==> src/rtl/button_pkg.sv <==
// Shared definitions for the button conditioner: centre-button FSM states
// and the index of each direction button inside the direction vectors.
// Imported by the top level.
package button_pkg;

    typedef enum logic [1:0] {
        C_IDLE      = 2'd0,
        C_HELD      = 2'd1,
        C_LONG_DONE = 2'd2
    } c_state_t;

    localparam int DIR_U = 0;
    localparam int DIR_D = 1;
    localparam int DIR_L = 2;
    localparam int DIR_R = 3;

    localparam int NUM_DIRS = 4;

endpackage

==> src/rtl/button_debounce.sv <==
// One button: 2-flop synchroniser, then a debounce counter that accepts a
// level change after DEBOUNCE_CYCLES consecutive differing samples.
// rise_o/fall_o are one-cycle pulses, registered together with stable_o.
module button_debounce #(
    parameter int DEBOUNCE_CYCLES = 1_000_000
) (
    input  logic clk,
    input  logic rst,
    input  logic raw,
    output logic stable_o,
    output logic rise_o,
    output logic fall_o
);

    localparam int CW = $clog2(DEBOUNCE_CYCLES + 1);
    localparam logic [CW-1:0] CNT_LAST = CW'(DEBOUNCE_CYCLES - 1);

    logic          sync_q1;
    logic          sync_q2;
    logic [CW-1:0] cnt;

    // Two-flop synchroniser for the asynchronous pin level.
    always_ff @(posedge clk) begin
        if (!rst) begin
            sync_q1 <= 1'b0;
            sync_q2 <= 1'b0;
        end else begin
            sync_q1 <= raw;
            sync_q2 <= sync_q1;
        end
    end

    // Count consecutive disagreeing samples; flip the stable level on the last one.
    always_ff @(posedge clk) begin
        if (!rst) begin
            cnt      <= '0;
            stable_o <= 1'b0;
            rise_o   <= 1'b0;
            fall_o   <= 1'b0;
        end else begin
            rise_o <= 1'b0;
            fall_o <= 1'b0;
            if (sync_q2 != stable_o) begin
                if (cnt == CNT_LAST) begin
                    stable_o <= sync_q2;
                    cnt      <= '0;
                    rise_o   <= sync_q2;
                    fall_o   <= !sync_q2;
                end else begin
                    cnt <= cnt + CW'(1);
                end
            end else begin
                cnt <= '0;
            end
        end
    end

endmodule

==> src/rtl/button_conditioner.sv <==
// Turns five raw push-buttons into one-hot single-cycle game commands
// (centre short/long, u/d/l/r); direction pulse DEBOUNCE_CYCLES+3 after a raw rise.
// No backpressure: losing directions stay pending; BUTTON_AUTOREPEAT_EN adds held-direction repeat.
module button_conditioner
    import button_pkg::*;
#(
    parameter int DEBOUNCE_CYCLES      = 1_000_000,
    parameter int LONG_PRESS_CYCLES    = 50_000_000,
    parameter int REPEAT_DELAY_CYCLES  = 40_000_000,
    parameter int REPEAT_PERIOD_CYCLES = 15_000_000
) (
    input  logic       clk,
    input  logic       rst,
    input  logic       btn_c_raw,
    input  logic       btn_u_raw,
    input  logic       btn_d_raw,
    input  logic       btn_l_raw,
    input  logic       btn_r_raw,
    output logic       button_c_short,
    output logic       button_c_long,
    output logic       button_u,
    output logic       button_d,
    output logic       button_l,
    output logic       button_r,
    output logic [4:0] btn_level_o
);

    localparam int HW = $clog2(LONG_PRESS_CYCLES + 1);
    localparam logic [HW-1:0] HOLD_LAST = HW'(LONG_PRESS_CYCLES - 1);

    // Button vectors use the level-output order {c,u,d,l,r}.
    logic [4:0] raw_vec;
    logic [4:0] stable_vec;
    logic [4:0] rise_vec;
    logic [4:0] fall_vec;

    assign raw_vec = {btn_c_raw, btn_u_raw, btn_d_raw, btn_l_raw, btn_r_raw};

    for (genvar i = 0; i < 5; i++) begin : g_db
        button_debounce #(
            .DEBOUNCE_CYCLES(DEBOUNCE_CYCLES)
        ) u_db (
            .clk     (clk),
            .rst     (rst),
            .raw     (raw_vec[i]),
            .stable_o(stable_vec[i]),
            .rise_o  (rise_vec[i]),
            .fall_o  (fall_vec[i])
        );
    end

    assign btn_level_o = stable_vec;

    // Direction falls carry no command; only the centre uses its fall.
    logic unused_dir_falls;
    assign unused_dir_falls = ^fall_vec[3:0];

    logic                c_rise;
    logic                c_fall;
    logic [NUM_DIRS-1:0] dir_rise;
    logic [NUM_DIRS-1:0] dir_stable;

    assign c_rise = rise_vec[4];
    assign c_fall = fall_vec[4];

    assign dir_rise[DIR_U]   = rise_vec[3];
    assign dir_rise[DIR_D]   = rise_vec[2];
    assign dir_rise[DIR_L]   = rise_vec[1];
    assign dir_rise[DIR_R]   = rise_vec[0];
    assign dir_stable[DIR_U] = stable_vec[3];
    assign dir_stable[DIR_D] = stable_vec[2];
    assign dir_stable[DIR_L] = stable_vec[1];
    assign dir_stable[DIR_R] = stable_vec[0];

    // ---------------------------------------------------------------
    // Centre button classification
    // ---------------------------------------------------------------
    c_state_t      c_state;
    logic [HW-1:0] hold_cnt;
    logic          hold_last;
    logic          c_short_req;
    logic          c_long_req;

    // Requests are decoded from the current state so the arbiter register
    // is the only stage between the FSM and the output pins.
    always_comb begin
        hold_last   = (hold_cnt == HOLD_LAST);
        c_long_req  = (c_state == C_HELD) && hold_last;
        c_short_req = (c_state == C_HELD) && c_fall && !hold_last;
    end

    // Centre FSM: track how long the debounced centre level stays high.
    always_ff @(posedge clk) begin
        if (!rst) begin
            c_state  <= C_IDLE;
            hold_cnt <= '0;
        end else begin
            case (c_state)
                C_IDLE: begin
                    if (c_rise) begin
                        c_state  <= C_HELD;
                        hold_cnt <= '0;
                    end
                end
                C_HELD: begin
                    if (hold_last) begin
                        // A release landing on the long-press cycle still
                        // counts as long; go straight to idle so it is not lost.
                        c_state <= c_fall ? C_IDLE : C_LONG_DONE;
                    end else if (c_fall) begin
                        c_state <= C_IDLE;
                    end else begin
                        hold_cnt <= hold_cnt + HW'(1);
                    end
                end
                C_LONG_DONE: begin
                    if (c_fall) begin
                        c_state <= C_IDLE;
                    end
                end
                default: c_state <= C_IDLE;
            endcase
        end
    end

    // ---------------------------------------------------------------
    // Direction request sources
    // ---------------------------------------------------------------
    logic [NUM_DIRS-1:0] dir_set;

`ifdef BUTTON_AUTOREPEAT_EN
    localparam int RPT_MAX = (REPEAT_DELAY_CYCLES > REPEAT_PERIOD_CYCLES) ?
                             REPEAT_DELAY_CYCLES : REPEAT_PERIOD_CYCLES;
    localparam int RW = $clog2(RPT_MAX + 1);
    localparam logic [RW-1:0] DELAY_LAST  = RW'(REPEAT_DELAY_CYCLES - 1);
    localparam logic [RW-1:0] PERIOD_LAST = RW'(REPEAT_PERIOD_CYCLES - 1);

    logic [RW-1:0]       rpt_cnt [NUM_DIRS];
    logic [NUM_DIRS-1:0] rpt_phase;
    logic [NUM_DIRS-1:0] rpt_req;

    // First repeat waits the delay, later ones the period (rpt_phase set).
    always_comb begin
        for (int d = 0; d < NUM_DIRS; d++) begin
            rpt_req[d] = dir_stable[d] &&
                         (rpt_cnt[d] == (rpt_phase[d] ? PERIOD_LAST : DELAY_LAST));
        end
    end

    // Repeat counters run while a direction is held and clear on release.
    always_ff @(posedge clk) begin
        for (int d = 0; d < NUM_DIRS; d++) begin
            if (!rst || !dir_stable[d]) begin
                rpt_cnt[d]   <= '0;
                rpt_phase[d] <= 1'b0;
            end else if (rpt_req[d]) begin
                rpt_cnt[d]   <= '0;
                rpt_phase[d] <= 1'b1;
            end else begin
                rpt_cnt[d] <= rpt_cnt[d] + RW'(1);
            end
        end
    end

    assign dir_set = dir_rise | rpt_req;
`else
    localparam int unused_rpt_cfg = REPEAT_DELAY_CYCLES + REPEAT_PERIOD_CYCLES;

    assign dir_set = dir_rise;
`endif

    // ---------------------------------------------------------------
    // Pending bits and output arbiter
    // ---------------------------------------------------------------
    logic [NUM_DIRS-1:0] pending;
    logic [NUM_DIRS-1:0] pend_all;
    logic [NUM_DIRS-1:0] pend_next;
    logic [NUM_DIRS-1:0] dir_next;
    logic [NUM_DIRS-1:0] dir_pulse;
    logic                short_next;
    logic                long_next;

    // Centre always wins; otherwise issue one direction in u>d>l>r order.
    always_comb begin
        pend_all   = pending | dir_set;
        pend_next  = pend_all;
        dir_next   = '0;
        short_next = 1'b0;
        long_next  = 1'b0;
        if (c_short_req || c_long_req) begin
            short_next = c_short_req;
            long_next  = c_long_req;
        end else if (pend_all[DIR_U]) begin
            dir_next[DIR_U]  = 1'b1;
            pend_next[DIR_U] = 1'b0;
        end else if (pend_all[DIR_D]) begin
            dir_next[DIR_D]  = 1'b1;
            pend_next[DIR_D] = 1'b0;
        end else if (pend_all[DIR_L]) begin
            dir_next[DIR_L]  = 1'b1;
            pend_next[DIR_L] = 1'b0;
        end else if (pend_all[DIR_R]) begin
            dir_next[DIR_R]  = 1'b1;
            pend_next[DIR_R] = 1'b0;
        end
    end

    // Register the chosen command and the surviving pending bits.
    always_ff @(posedge clk) begin
        if (!rst) begin
            pending        <= '0;
            dir_pulse      <= '0;
            button_c_short <= 1'b0;
            button_c_long  <= 1'b0;
        end else begin
            pending        <= pend_next;
            dir_pulse      <= dir_next;
            button_c_short <= short_next;
            button_c_long  <= long_next;
        end
    end

    assign button_u = dir_pulse[DIR_U];
    assign button_d = dir_pulse[DIR_D];
    assign button_l = dir_pulse[DIR_L];
    assign button_r = dir_pulse[DIR_R];

endmodule

==> config.mk <==
export PLATFORM = sky130hd
export DESIGN_NAME = button_conditioner
export DESIGN_NICKNAME = d
export VERILOG_FILES = /design/src/rtl/button_pkg.sv /design/src/rtl/button_debounce.sv /design/src/rtl/button_conditioner.sv
export SDC_FILE = /design/constraint.sdc
export NUM_CORES = 1
export LEC_CHECK = 0
export ABC_AREA = 1
export ABC_CLOCK_PERIOD_IN_PS = 2300
export CORE_MARGIN = 2
export CORE_UTILIZATION = 62
export CTS_CLUSTER_DIAMETER = 30
export DETAILED_ROUTE_END_ITERATION = 6
export PLACE_DENSITY = 0.8
export SLEW_MARGIN = 20
export SYNTH_ARGS = -nofsm -noshare
export SYNTH_HDL_FRONTEND = slang
export SYNTH_SLANG_ARGS = --single-unit
==> constraint.sdc <==
create_clock -name clk -period 2.3 [get_ports clk]
set_input_delay 0.23 -clock clk [delete_from_list [all_inputs] [get_ports clk]]
set_output_delay 0.23 -clock clk [all_outputs]
set_load 0.005 [all_outputs]
==> metrics.txt <==
outcome finished clean; post-cts hold buffer count 0; setup TNS 0 ps; Core Box Area ~12000 µm²; Sequential Power Share between 40% and 50%; Synth warnings 0; R2R Setup Slk approximately 420 ps; Buffers on Ports 17; vias per cell 5.11; Post-Synth Simple-Gate Area approximately 38%; Die Footprint 13500 µm²; # IOs 18; DRC viols 0; GP Congestion 0.940; HPWL after DPL approximately 10000 µm; Clock Skew around 5.2 ps; RSZ-0062 raised after global routing no; r2r worst-path depth 6; # nets final about 1.1k; initial antenna violation count 0; largest net degree at the start of global routing 21; vias in the first global route around 6.2k; Most used DFF post-synth dfxtp_1; Compound-Gate Fraction of Synth Area 5.92%; mux cell area share after synthesis 0%; WP data arrival 2180 ps; Setup CP Type reg2reg; ant diodes 0; Hold/Removal Path Class in2reg; period utilization approximately four fifths; # clock sinks 159; Synth Area in XOR/XNOR 4.51%; Hold Crit Depth 3; antenna-violating nets left 0; min Tclk post-route 1880 ps; pwr/cell area ~660 nW/µm²; Final Hold Viols 0; Die Ht between 100 and 150 µm; Pre-Repair DR Iteration Count 5; Die Wd between 100 and 150 µm; VDD IR max around 0.00060 V; Synth Net Count roughly 1.1k; Crit. End Element flop; Power Internal around 0.0045 W; Setup WS pre-CTS around 430 ps; WHS Endpoint g_db[3].u_db.sync_q1; Mapped Area 7780 µm²; register area share after synthesis 40.9%; Rows 40; sw power about 0.0012 W; flip-flop and latch count after synthesis between 150 and 200; DP Cell Count about 1.3k; logic gate share of total power between 1 and 1.5%; global-route wire length before repair between 20000 and 30000 µm; FF-to-FF End g_db[2].u_db.cnt[2]; GRT Util Overall between 20% and 30%; final std cells w/o fill ~1.3k; fmax 531 MHz; fin. max-slew vios 0; RR Startpoint g_db[2].u_db.cnt[0]; Post-synth EDFFs 0; Synth Area in Adders less than 1%; fraction of layout instances using a drive strength above 1 between 7 and 8%; CP required 2600 ps; largest family of logic cells by synthesized area simple AND/OR/NAND/NOR gates; CTS buffer count 17; Area growth syn-to-layout 11.2%; Overflow after GRT 0; final wirelength around 15000 µm; Clock Root Buffer clkbuf_16; Via Count ~6.7k; setup ws final between 400 and 500 ps; Sw Ratio ~21%; final setup vio count 0; Clock Path Buffers 2; peak fanout along the critical path 19; syn avg cell area 7.01 µm²; Mapped Cells ~1.1k; drt wl/cell approximately 12 µm; Reg clk slew, reported paths about 60 ps; clock share of power between 50% and 60%; TritonCTS clock tree built; Iteration-0 DRC Markers between 500 and 600; measured slew at the worst slew-check pin about 460 ps; Cell variety after synth 43; Leakage roughly 3 nW; Slew Limit Headroom between 60% and 70%; postcts setup bufs 0; Critical Path Start Type flop; Skew-Pair Late Insertion Delay approximately 420 ps; max-capacitance violation count 0; Synth async-reset ratio 0%; Initial Util 64.2%; WHS between 300 and 400 ps; min-delay src btn_u_raw; H-tree depth 4; post_cts resized 0
## worst max path at each step
stage                   startpoint                    to  slack [ps]  cells past startpoint
2_1_floorplan          hold_cnt[1]           hold_cnt[1]         700                     11
3_3_place_gp   g_db[3].u_db.cnt[0]   g_db[3].u_db.cnt[5]         480                      7
3_5_place_dp   g_db[3].u_db.cnt[0]  g_db[3].u_db.cnt[16]         430                      7
4_1_cts                hold_cnt[0]          hold_cnt[11]         410                     11
5_1_grt                hold_cnt[0]          hold_cnt[11]         200                     11
6_report       g_db[2].u_db.cnt[0]   g_db[2].u_db.cnt[2]         420                      6
## kinds of logic (layout without fill, tap and decap cells)
| logic type | Yosys count | in the layout |
|---|---|---|
| DFF | 159 | 159 |
| AOI/OAI and AO/OA | 80 | 80 |
| adders and majority gates | 6 | 6 |
| buffers and inverters | 183 | 216 |
| and+or+nand+nor | 641 | 641 |
| xor gates and xnor gates | 40 | 40 |
## power groups by stage
stage	Sequential [W]	Combinational, W	Clock [W]
5_1_grt	0.00277	0.0000828	0.00302
2_1_floorplan	0.00283	0.0000493	0
6_report	0.00277	0.0000720	0.00287
4_1_cts	0.00277	0.0000729	0.00291
3_3_place_gp	0.00283	0.0000717	0
3_5_place_dp	0.00283	0.0000724	0
## cells in the final DEF (no fill, tap or decap), drive strengths merged
cell,n
and3,1
dfxtp,159
nor4,8
and2,3
a31oi,1
clkdlybuf4s50,17
nand4,30
o21ai,21
a211oi,1
or2,7
nor2,204
xnor2,7
ha,6
nor3b,16
xor2,33
nand2,232
nand3b,6
clkinv,6
a21oi,51
nand3,74
clkbuf,20
clkinvlp,3
bufinv,3
o21bai,6
buf,7
inv,160
nor3,60
## cell usage after synthesis, types with 2 or more instances
library cell    n  area share, %
a21oi_1        44            2.8
a21oi_2         7           0.79
and2_1          3           0.24
buf_1           3           0.14
buf_2           6           0.39
buf_4          10           0.97
buf_6           3           0.43
dfxtp_1       159             41
ha_1            6           0.97
inv_1         155            7.5
inv_2           3           0.14
nand2_1       223             11
nand2_2         8           0.64
nand3_1        70            4.5
nand3_2         3           0.39
nand3b_1        5           0.48
nand4_1        30            2.4
nor2_1        189            9.1
nor2_2         10           0.80
nor2_4          5           0.72
nor3_1         56            3.6
nor3_2          4           0.51
nor3b_1        15            1.4
nor4_1          8           0.64
o21ai_0        14           0.90
o21ai_1         5           0.32
o21bai_1        6           0.58
or2_0           2           0.16
or2_2           5           0.40
xnor2_1         7           0.79
xor2_1         33            3.7
## flip-flops by register name, indices dropped and copies added, names as in the netlist
signal,cells
g_db.u_db.cnt,100
hold_cnt,26
g_db.u_db.rise_o,5
g_db.u_db.stable_o,5
g_db.u_db.sync_q1,5
g_db.u_db.sync_q2,5
dir_pulse,4
pending,4
c_state,2
button_c_long,1
button_c_short,1
g_db.u_db.fall_o,1
## final cells by class
type,count,area [µm²]
multi-input cells,767,3820
clock buffers,20,447
fillers,1012,3460
repair buffers,24,223
flip-flops and latches,159,3180
inverters,160,603
clock inverters,12,161
well taps,168,210
## per-layer routing
layer,global-route usage [%],up-vias,part of all wire (%)
met5,0,-,0
met2,41.6,148,47
met4,8.17,0,1.3
met3,5.96,24,4.4
met1,30.7,2975,47
li1,-,3548,-
## worst max-delay path, stage by stage (launching register included)
cell	delay (ps)
dfxtp_1	400
ha_1	200
nand2_1	100
nor3_1	420
nand3_1	210
nand2_2	330
nor3b_1	100
## through the flow
stage | utilization [%] | area (µm²) | power (W)
finish | 71.4 | 8650 | 0.00571
global route | 71.4 | 8650 | 0.00588
CTS | 71.4 | 8650 | 0.00576
detailed placement | 66.4 | 8040 | 0.00290
global placement | 66.4 | 8040 | 0.00290
floorplan | - | 7780 | 0.00288
No activity file was read; power rests on OpenSTA's default activity.
